[config.mk]
export PLATFORM = sky130hd
export DESIGN_NAME = seven_seg_scan
export DESIGN_NICKNAME = d
export VERILOG_FILES = /design/src/rtl/seven_seg_scan.sv
export SDC_FILE = /design/constraint.sdc
export NUM_CORES = 1
export LEC_CHECK = 0
export ABC_AREA = 1
export ABC_CLOCK_PERIOD_IN_PS = 1900
export CORE_MARGIN = 4
export CORE_UTILIZATION = 55
export CTS_BUF_LIST = sky130_fd_sc_hd__clkbuf_16
export CTS_CLUSTER_DIAMETER = 100
export DETAILED_ROUTE_END_ITERATION = 6
export PLACE_DENSITY_LB_ADDON = 0.05
export SLEW_MARGIN = 15
export SYNTH_ARGS = -nofsm -noshare
export SYNTH_HDL_FRONTEND = slang
export SYNTH_SLANG_ARGS = --single-unit
export TNS_END_PERCENT = 1
[constraint.sdc]
create_clock -name clk -period 1.9 [get_ports clk]
set_input_delay 0.38 -clock clk [delete_from_list [all_inputs] [get_ports clk]]
set_output_delay 0.38 -clock clk [all_outputs]
set_load 0.02 [all_outputs]
[src/rtl/seven_seg_scan.sv]
// Four-digit multiplexed common-anode 7-segment driver.
// Display inputs are snapshotted once per frame; all outputs are registered.
module seven_seg_scan #(
  parameter int unsigned DIV          = 100000,
  parameter int unsigned BLINK_FRAMES = 125
) (
  input  logic        clk,
  input  logic        rst,
  input  logic [15:0] value,
  input  logic        blank_lz,
  input  logic        blink,
  input  logic [3:0]  dp_sel,
  output logic [3:0]  an,
  output logic [6:0]  seg,
  output logic        dp,
  output logic        frame_start
);

  localparam int unsigned TW = (DIV > 1) ? $clog2(DIV) : 1;
  localparam int unsigned FW = (BLINK_FRAMES > 1) ? $clog2(BLINK_FRAMES) : 1;
  localparam logic [TW-1:0] TICK_LAST = TW'(DIV - 1);
  localparam logic [FW-1:0] FRM_LAST  = FW'(BLINK_FRAMES - 1);

  logic [TW-1:0] tick_q, tick_d;
  logic [1:0]    idx_q, idx_d;
  logic [15:0]   val_q;
  logic          blz_q, blink_q;
  logic [3:0]    dpsel_q;
  logic [FW-1:0] frm_q, frm_d;
  logic          phase_q, phase_d;
  logic [3:0]    an_q, an_d;
  logic [6:0]    seg_q, seg_d;
  logic          dp_q, dp_d;
  logic          fs_q;

  logic          wrap_c, capture_c, blanked_c, off_c;
  logic [3:0]    nib_c;

  function automatic logic [6:0] hex7(input logic [3:0] n);
    case (n)
      4'h0: hex7 = 7'h40;
      4'h1: hex7 = 7'h79;
      4'h2: hex7 = 7'h24;
      4'h3: hex7 = 7'h30;
      4'h4: hex7 = 7'h19;
      4'h5: hex7 = 7'h12;
      4'h6: hex7 = 7'h02;
      4'h7: hex7 = 7'h78;
      4'h8: hex7 = 7'h00;
      4'h9: hex7 = 7'h10;
      4'hA: hex7 = 7'h08;
      4'hB: hex7 = 7'h03;
      4'hC: hex7 = 7'h46;
      4'hD: hex7 = 7'h21;
      4'hE: hex7 = 7'h06;
      default: hex7 = 7'h0E;
    endcase
  endfunction

  assign wrap_c    = (tick_q == TICK_LAST);
  assign capture_c = wrap_c && (idx_q == 2'd3);

  // Slot timing: tick wraps every DIV cycles and steps the digit index
  always_comb begin
    tick_d = tick_q + 1'b1;
    idx_d  = idx_q;
    if (wrap_c) begin
      tick_d = '0;
      idx_d  = idx_q + 2'd1;
    end
  end

  // Blink phase advances per captured frame, held clear while blink is off
  always_comb begin
    frm_d   = frm_q;
    phase_d = phase_q;
    if (!blink_q) begin
      frm_d   = '0;
      phase_d = 1'b0;
    end else if (capture_c) begin
      if (frm_q == FRM_LAST) begin
        frm_d   = '0;
        phase_d = ~phase_q;
      end else begin
        frm_d = frm_q + 1'b1;
      end
    end
  end

  // Render the current digit from the frame snapshot
  always_comb begin
    nib_c = 4'(val_q >> {idx_q, 2'b00});
    case (idx_q)
      2'd1:    blanked_c = blz_q && (val_q[15:4] == 12'h000);
      2'd2:    blanked_c = blz_q && (val_q[15:8] == 8'h00);
      2'd3:    blanked_c = blz_q && (val_q[15:12] == 4'h0);
      default: blanked_c = 1'b0;
    endcase
    off_c = blanked_c || (blink_q && phase_q);
    an_d  = 4'hF;
    seg_d = 7'h7F;
    dp_d  = 1'b1;
    if (!off_c) begin
      an_d  = ~(4'b0001 << idx_q);
      seg_d = hex7(nib_c);
      dp_d  = ~dpsel_q[idx_q];
    end
  end

  always_ff @(posedge clk) begin
    if (rst) begin
      tick_q  <= TICK_LAST;
      idx_q   <= 2'd3;
      val_q   <= '0;
      blz_q   <= 1'b0;
      blink_q <= 1'b0;
      dpsel_q <= '0;
      frm_q   <= '0;
      phase_q <= 1'b0;
      an_q    <= 4'hF;
      seg_q   <= 7'h7F;
      dp_q    <= 1'b1;
      fs_q    <= 1'b0;
    end else begin
      tick_q  <= tick_d;
      idx_q   <= idx_d;
      frm_q   <= frm_d;
      phase_q <= phase_d;
      an_q    <= an_d;
      seg_q   <= seg_d;
      dp_q    <= dp_d;
      fs_q    <= capture_c;
      if (capture_c) begin
        val_q   <= value;
        blz_q   <= blank_lz;
        blink_q <= blink;
        dpsel_q <= dp_sel;
      end
    end
  end

  assign an          = an_q;
  assign seg         = seg_q;
  assign dp          = dp_q;
  assign frame_start = fs_q;

endmodule

Word level (Yosys, flattened, before mapping)
Memory sizes are Yosys's and may differ from the RTL's. A register that Yosys moved wholly into a read port is not among the register bits.
Cells that the tools add are included.
Storage, ports and cells
  flip-flop bits (word level): 55
  ROM bits: 112
  input port bits: 24
  output and inout bits: 13
  word-level logic and storage cells: 46
  memories: 1
Memories
  (no name shown): depth 16, width 7, rd ports 1, clocked after memory_dff 1, write ports 0, RTL line 40  | case (n)
Cells by class
  add/sub/neg operators: 3
  order comparisons: 1
  eq/ne operators: 5
  shift-type cells: 2
  muxes and demuxes: 5
  bitwise gates (word level): 4
  reduce and logical (&&, ||, !) cells: 13
Operator list (number)
  17-bit by 1-bit adder with 17-bit output, second input constant: 1
  17-bit equality test, second input constant: 1
  17-bit 2-to-1 mux: 1
  16-bit by 4-bit right shift with 4-bit output: 1
  12-bit zero test: 1
  8-bit zero test: 1
  7-bit by 1-bit adder with 7-bit output, second input constant: 1
  7-bit equality test, second input constant: 1
  7-bit 2-to-1 mux: 1
  2-bit OR reduction: 3
  1-bit logical AND: 5
  2-bit equality test, second input constant: 2
  4-bit zero test: 1
  4-bit inverter: 1
  1-bit by 2-bit << shifter with 4-bit output, first input constant: 1
  2-bit by 3-bit < comparator with 1-bit output, second input constant: 1
  1-bit inverter: 3
  1-bit one-hot mux with 3 select lines: 1
  2-bit by 1-bit adder with 2-bit output, second input constant: 1
  1-bit binary-select mux with 2-bit select: 1
  2-bit by 1-bit equality test with 1-bit output, second input constant: 1
  2-bit AND reduction: 1
  1-bit logical OR: 1
  1-bit 2-to-1 mux: 1

Depth between registers and ports, before layout
Gate-level depths: netlist (run 1).
  depth in word-level cells: 5
  gate-level depth with buffers: 11

Least setup slack after synthesis (run 1)
Ideal clock, no wire load.
  kind: register to register
  start: reg idx_q[0]
  end: reg seg_q[0] (netlist: seg[0])
  arrival time: 1.573 ns
  data required time: 1.763 ns
  path slack: 0.190 ns
  cell stages (with the launch flop): 11
  buffers on the path: 1
  clock period less this slack: 1.710 ns
  path through: dfxtp_1 inv_1 buf_2 nand2_1 nand3_1 nand2_1 inv_1 ha_1 or2_2 nand2_1 nand3_1
Between the ends
  longest elaborated chain between the ends: 4
Ends and longest elaborated chain
  start: declaration: RTL line 25  | logic [1:0] idx_q, idx_d;
  start signal: assignment: RTL line 126  | idx_q <= idx_d;
  2-bit equality test / 2-bit by 1-bit equality test with 1-bit output (equally long branches): RTL line 93  | case (idx_q)
  1-bit one-hot mux with 3 select lines: RTL line 93
  1-bit logical OR: RTL line 99  | off_c = blanked_c || (blink_q && phase_q);
  2-bit OR reduction (no line)
  end: declaration: RTL line 32  | logic [6:0] seg_q, seg_d;
Parallel ways exist; a longest one is shown, timed or not.
A chain may end at the register's enable or synchronous reset.

Worst setup path after layout (run 1)
  start: reg tick_q[0]
  end: reg val_q[11]
Between the ends
  longest elaborated chain between the ends: 2
Ends and longest elaborated chain
  start: declaration: RTL line 24  | logic [TW-1:0] tick_q, tick_d;
  start signal: assignment: RTL line 125  | tick_q <= tick_d;
  17-bit equality test: RTL line 60  | assign wrap_c = (tick_q == TICK_LAST);
  1-bit logical AND: RTL line 61  | assign capture_c = wrap_c && (idx_q == 2'd3);
  end signal: assignment: RTL line 134  | val_q <= value;
  end: declaration: RTL line 26  | logic [15:0] val_q;
No other way between the ends.

==> reports/metrics.csv, run 1 <==
stage;metric;value;unit
hold_path;worstHoldEndpoint;dpsel_q[2];
setup_path;end_kind;flop;
die;core_area;0.00527;mm^2
synthesis;postSynthCellCount;448;
synthesis;synth_top_family_by_area;simple AND/OR/NAND/NOR gates;
synthesis;ys_seq_area_frac;0.403;
global_route;antenna_found_initial;0;
placement;dpl.hpwl;5120;um
clock_tree;ctsHoldBuffers;0;
timing;setup_ws;0.151;ns
setup_path;crit_path_start_kind;flop;
hold_path;hp-class;flop to flop;
timing;finalWorstPathRequiredPeriod;1.75;ns
drt;drtPass1Iterations;4;
timing;hold_viol;0;
synthesis;ys_warn_count;0;
setup_path;ff2ff_path_depth;9;
synthesis;synth_area;0.00308;mm^2
timing;maxSlewViolCount;0;
die;die_h;82.8;um
final_layout;synthToLayoutAreaGrowth;25.3;%
synthesis;synthAdderAreaFrac;0.0528;
drt;postRouteAntennaNets;0;
clock_tree;clock_path_buffers;2;
timing;setup_violations;0;
die;die_area;0.00686;mm^2
synthesis;syn_avg_cell_area;6.87;um^2
synthesis;yosys.area_share.xor_xnor;0.0114;
placement;gp_congestion;0.882;
power_and_ir_drop;leakage;1.61;nW
status;run_status;finished clean;
synthesis;synth-simple-area-share;0.358;
drt;num_vias;3021;
job;drv_cap;0;
synthesis;synthMuxAreaShare;0;
setup_path;cp_slowest_cell;dfxtp_1;
clock_tree;cts_tree;built;
die;num_rows;26;
placement;dp_slack;-0.0339;ns
clock_tree;clk_latency;0.32;ns
final_layout;final_common_cell;nand2_1;
timing;fin_skew;0.00542;ns
global_route;grt_pass1_wl;12200;um
hold_path;min_path_cells;2;
power_and_ir_drop;ir_worst_vdd;0.676;mV
global_route;grt_start_max_net_pins;28;
clock_tree;post_cts.repair.setup_buffers;0;
setup_path;critPathMaxFanout;26;
final_layout;utilization;0.732;
clock_tree;clockRootBuffer;clkbuf_16;
setup_path;r2r_slack;0.15;ns
clock_tree;cts.sinks;62;
synthesis;synth_cell_types;29;
drt;drc;0;
final_layout;final_nets;533;
synthesis;synth-seq-cells;62;
die;io-pin-count;37;
synthesis;synthesis.nets;485;
clock_tree;cts_buffers;9;
setup_path;r2r-start;tick_q[0];
setup_path;max_stage_delay;0.34;ns
drt;via_per_inst;5.29;
global_route;grt_pass1_vias;2842;
final_layout;layout_common_cells;149 x nand2_1, 60 x dfxtp_1, 40 x nor2_1;
clock_tree;clk_transition_reported_paths;0.05;ns
die;initial_core_util;0.584;
timing;grt_setup_unrepaired;no;
global_route;track_usage;0.214;
setup_path;crit_required;2.15;ns
timing;max_clock_freq;0.572;GHz
drt;wl_per_cell;12.6;um
setup_path;crit_chain;ha_1 > nand2_1 > inv_1 > nand2_1 > nor2_2 > nand3_4 > nor2_8 > nand2_1 > a21oi_1;
power_and_ir_drop;power;0.00571;W
timing;fin_crit_sh;0.920;
hold_path;worstHoldStart;dpsel_q[2];
global_route;grt_overflow_total;0;
timing;hold_ws;0.463;ns
drt;wl;7210;um
setup_path;worstReg2RegEnd;val_q[11];
power_and_ir_drop;powerDensity;1480;mW/mm^2
setup_path;path_class;flop to flop;
setup_path;critPathMostFrequentCell;nand2_1;
die;die_w;82.8;um
final_layout;antenna_cells;0;
drt;drt_iter0_markers;185;
timing;slew_headroom;0.675;
clock_tree;ctsHtreeMaxLevel;3;
placement;port_buffers;36;
final_layout;drive_gt1_frac;0.0918;
timing;worst_pin_slew;0.485;ns
setup_path;cp.arrival;2.00;ns
synthesis;synth_compound_area_frac;0.104;
how the worst max path moves through the flow:
| stage | from | to | slack (ns) | cells past startpoint |
|---|---|---|---|---|
| 5_1_grt | tick_q[0] | val_q[7] | 0.01 | 9 |
| 6_report | tick_q[0] | val_q[11] | 0.15 | 9 |
| 4_1_cts | idx_q[0] | seg[3] | 0.02 | 11 |
| 2_1_floorplan | idx_q[0] | seg[0] | 0.19 | 10 |
| 3_5_place_dp | rst | seg[1] | -0.03 | 5 |
| 3_3_place_gp | rst | seg[0] | -0.0002 | 5 |
metal layers:
metal,vias to the layer above,track usage,routed length (um)
li1,1544,-,-
met1,1384,0.272,3290
met2,84,0.359,3400
met3,9,0.0485,433
met4,0,0.0728,78
met5,-,0,0
layout make-up:
| cell class | count | area, um^2 |
|---|---|---|
| Clock buffer | 9 | 225 |
| Clock inverter | 7 | 57.6 |
| Fill cell | 472 | 1410 |
| Inverter | 40 | 150 |
| Multi-Input combinational cell | 334 | 1640 |
| Sequential cell | 62 | 1240 |
| Tap cell | 70 | 87.6 |
| Timing Repair Buffer | 49 | 458 |
state kept, by name (all words and copies together) (netlist names):
name and count:
tick_q 17, val_q 16, frm_q 7, seg 7, an 4, dpsel_q 4, idx_q 2, blink_q 1
blz_q 1, dp 1, frame_start 1, phase_q 1
worst max-delay path, delay by kind of cell, from the launching register on:
family	cells	cell delay (ns)
and+or+nand+nor	6	0.91
DFF	1	0.34
adders and majority gates	1	0.17
AOI/OAI and AO/OA	1	0.15
buffers and inverters	1	0.08
cell usage after synthesis (all sizes together):
cell    instances  area (um^2)
xnor2           1         8.76
ha             13          163
nand4           9         56.3
nand3          37          203
o21ai          13         65.1
nand2         152          571
nor4            1         6.26
buf             7         50.1
xor2            3         26.3
nor3            9         45.0
a21oi          38          190
nor2           46          201
dfxtp          62         1240
clkbuf          5         18.8
inv            40          150
a31oi           3         18.8
o21bai          2         15.0
or2             2         12.5
nand3b          1         7.51
a22oi           1         7.51
o211ai          3         22.5
stage by stage:
stage | area, um^2 | TNS (ns) | instances
2_1_floorplan | 3080 | 0 | 448
3_3_place_gp | 3560 | -0.000160 | 555
3_5_place_dp | 3560 | -0.0794 | 555
4_1_cts | 3840 | 0 | 571
5_1_grt | 3860 | 0 | 571
6_report | 3860 | 0 | 571
where the power goes:
| group | leakage [nW] | internal (W) | switching, W |
|---|---|---|---|
| clock | 0.143 | 0.000992 | 0.000549 |
| sequential | 0.506 | 0.00161 | 0.000214 |
| combinational | 0.960 | 0.000911 | 0.00144 |
cells by family after synthesis:
logic type / Yosys count
compound gates: 60
fa+ha+maj: 13
flops: 62
buf+inv: 52
simple gates: 257
xor+xnor: 4
timing repair:
| action | in CTS | in global routing |
|---|---|---|
| gates resized for setup | 1 | 8 |
| pin swaps | 0 | 2 |
| endpoints found under the setup margin | 1 | 21 |
No activity file was read; power rests on OpenSTA's default activity.
==> inputs of run 2 (changes only) <==
--- a/config.mk
+++ b/config.mk
@@ -6,12 +6,12 @@
 export NUM_CORES = 1
 export LEC_CHECK = 0
 export ABC_AREA = 1
-export ABC_CLOCK_PERIOD_IN_PS = 1900
 export CORE_MARGIN = 4
 export CORE_UTILIZATION = 55
 export CTS_BUF_LIST = sky130_fd_sc_hd__clkbuf_16
 export CTS_CLUSTER_DIAMETER = 100
 export DETAILED_ROUTE_END_ITERATION = 6
+export MAX_ROUTING_LAYER = met4
 export PLACE_DENSITY_LB_ADDON = 0.05
 export SLEW_MARGIN = 15
 export SYNTH_ARGS = -nofsm -noshare
==> run 2 against run 1 <==
  * Die area is the same
  * Final area up 1.8%
  * Largest cell class unchanged
  * Worst setup slack got worse by 0.0051 ns
  * Highest routed layer unchanged
  * Register-to-register slack about the same
  * Cell count grew 0.88%
  * Hold slack improved by 0.0078 ns
  * Largest power group unchanged
  * Flip-flop and latch count unchanged
==> reports/metrics.csv, run 2 (synthesis gave the netlist of run 1 again) <==
stage;metric;value;unit;change
clock_tree;cts.sinks;62;;unchanged
setup_path;cp.buffers_inverters;1;;unchanged
setup_path;cp_slowest_cell;dfxtp_1;;
setup_path;critPathMostFrequentCell;nand2_1;;
timing;fin_crit_sh;0.923;;+0.00269
placement;dp_slack;-0.0114;ns;+0.0224 ns
job;drv_cap;0;;unchanged
timing;grt_setup_unrepaired;yes;;
setup_path;path_class;flop to flop;;
global_route;grt_pass1_wl;12800;um;+4.6%
timing;setup_violations;0;;unchanged
drt;drtPass1Iterations;5;;+1
global_route;grt_overflow_total;0;;unchanged
timing;slew_headroom;0.637;;-0.0382
power_and_ir_drop;powerDensity;1520;mW/mm^2;+2.8%
setup_path;max_stage_delay;0.36;ns;+0.02 ns
drt;postRouteAntennaNets;0;;unchanged
clock_tree;ctsHtreeMaxLevel;3;;unchanged
die;num_rows;26;;unchanged
timing;maxSlewViolCount;0;;unchanged
final_layout;utilization;0.745;;+0.0135
die;die_h;82.8;um;unchanged
final_layout;largest_reg_flops;17;;unchanged
setup_path;crit_path_start_kind;flop;;
die;initial_core_util;0.584;;unchanged
final_layout;regMostFlops;tick_q;;
global_route;antenna_found_initial;0;;unchanged
setup_path;r2r_slack;0.15;ns;about the same
die;core_area;0.00527;mm^2;unchanged
setup_path;end_kind;flop;;
clock_tree;clk_latency;0.33;ns;about the same
hold_path;hp-class;flop to flop;;
clock_tree;cts_buffers;9;;unchanged
clock_tree;clockRootBuffer;clkbuf_16;;
global_route;track_usage;0.230;;+0.0157
setup_path;cp_top_family;simple AND/OR/NAND/NOR gates;;
setup_path;crit_chain;ha_1 > nand2_1 > inv_1 > nand2_1 > nor2_2 > nand3_4 > nor2_8 > nand2_1 > a21oi_1;;
clock_tree;clock_path_buffers;2;;unchanged
placement;port_buffers;36;;unchanged
placement;dpl.hpwl;5000;um;-2.2%
clock_tree;cts_tree;built;;
timing;finalWorstPathRequiredPeriod;1.75;ns;+0.00511 ns
timing;hold_ws;0.471;ns;+0.00782 ns
power_and_ir_drop;ir_worst_vdd;0.837;mV;+24%
clock_tree;clk_transition_reported_paths;0.05;ns;about the same
final_layout;synthToLayoutAreaGrowth;27.6;%;
status;run_status;finished clean;;
placement;gp_congestion;0.888;;+0.63%
setup_path;critPathMaxFanout;13;;-50%
global_route;grt_start_max_net_pins;28;;unchanged
die;die_area;0.00686;mm^2;unchanged
die;die_w;82.8;um;unchanged
timing;worst_pin_slew;0.544;ns;+0.0591 ns
clock_tree;ctsHoldBuffers;0;;unchanged
drt;num_vias;3026;;+0.17%
final_layout;layout_common_cells;151 x nand2_1, 60 x dfxtp_1, 40 x nor2_1;;
setup_path;cp.arrival;2.01;ns;about the same
timing;max_clock_freq;0.570;GHz;-0.29%
final_layout;largestRegisters;tick_q: 17 flops, val_q: 16 flops;;
power_and_ir_drop;leakage;1.64;nW;+2.2%
timing;hold_viol;0;;unchanged
final_layout;final_common_cell;nand2_1;;
timing;setup_ws;0.146;ns;-0.00511 ns
drt;wl;7550;um;+4.8%
drt;wl_per_cell;13.1;um;+3.9%
die;io-pin-count;37;;unchanged
final_layout;antenna_cells;0;;unchanged
final_layout;final_nets;538;;+0.94%
final_layout;drive_gt1_frac;0.0949;;+0.00305
setup_path;crit_required;2.16;ns;about the same
global_route;grt_pass1_vias;2861;;+0.67%
drt;drc;0;;unchanged
drt;via_per_inst;5.25;;-0.70%
drt;drt_iter0_markers;226;;+22%
timing;fin_skew;0.00727;ns;+0.00185 ns
## run 2: layout make-up
cell class,count,area (um^2)
Tap cell,70,87.6
Clock inverter,7,80.1
Timing Repair Buffer,53,500
Inverter,40,150
Fill cell,449,1340
Sequential cell,62,1240
Clock buffer,9,225
Multi-Input combinational cell,335,1640
## run 2: power breakdown
part           internal [W]  switching, W  leakage (nW)
clock               0.00113      0.000556         0.153
sequential          0.00161      0.000217         0.506
combinational      0.000966       0.00151         0.985
## run 2: layer usage
metal,vias up,part of all wire,global-route usage
li1,1559,-,-
met3,12,0.057,0.0475
met1,1360,0.47,0.293
met2,95,0.45,0.348
met4,0,0.018,0.111
met5,-,0,-
## run 2: worst paths after layout
kind,start,to,cells after the start
worst max-delay path,tick_q[0],val_q[14],9
worst max register to register,tick_q[0],val_q[14],9
worst min register to register,dpsel_q[2],dpsel_q[2],2
worst min-delay path,dpsel_q[2],dpsel_q[2],2
## run 2: repair_timing
| item | in CTS | in global routing |
|---|---|---|
| setup buffers | 0 | 2 |
| gates cloned | 0 | 1 |
| setup endpoints to repair | 3 | 33 |
| resized for setup | 1 | 5 |
| pin swaps | 0 | 4 |
## run 2: worst min-delay path, cell delays in order, from the launching register on
cell and delay (ns):
dfxtp_1 0.31, nand2_1 0.06, a21oi_1 0.06
## run 2: metrics by stage
stage | instances | TNS, ns | power [W] | area [um^2]
after floorplan | 448 | 0 | 0.00339 | 3080
after global placement | 557 | -0.0124 | 0.00407 | 3570
after detailed placement | 557 | -0.0254 | 0.00412 | 3570
after CTS | 573 | 0 | 0.00583 | 3880
after global routing | 576 | -0.00343 | 0.00639 | 3930
final | 576 | 0 | 0.00598 | 3930
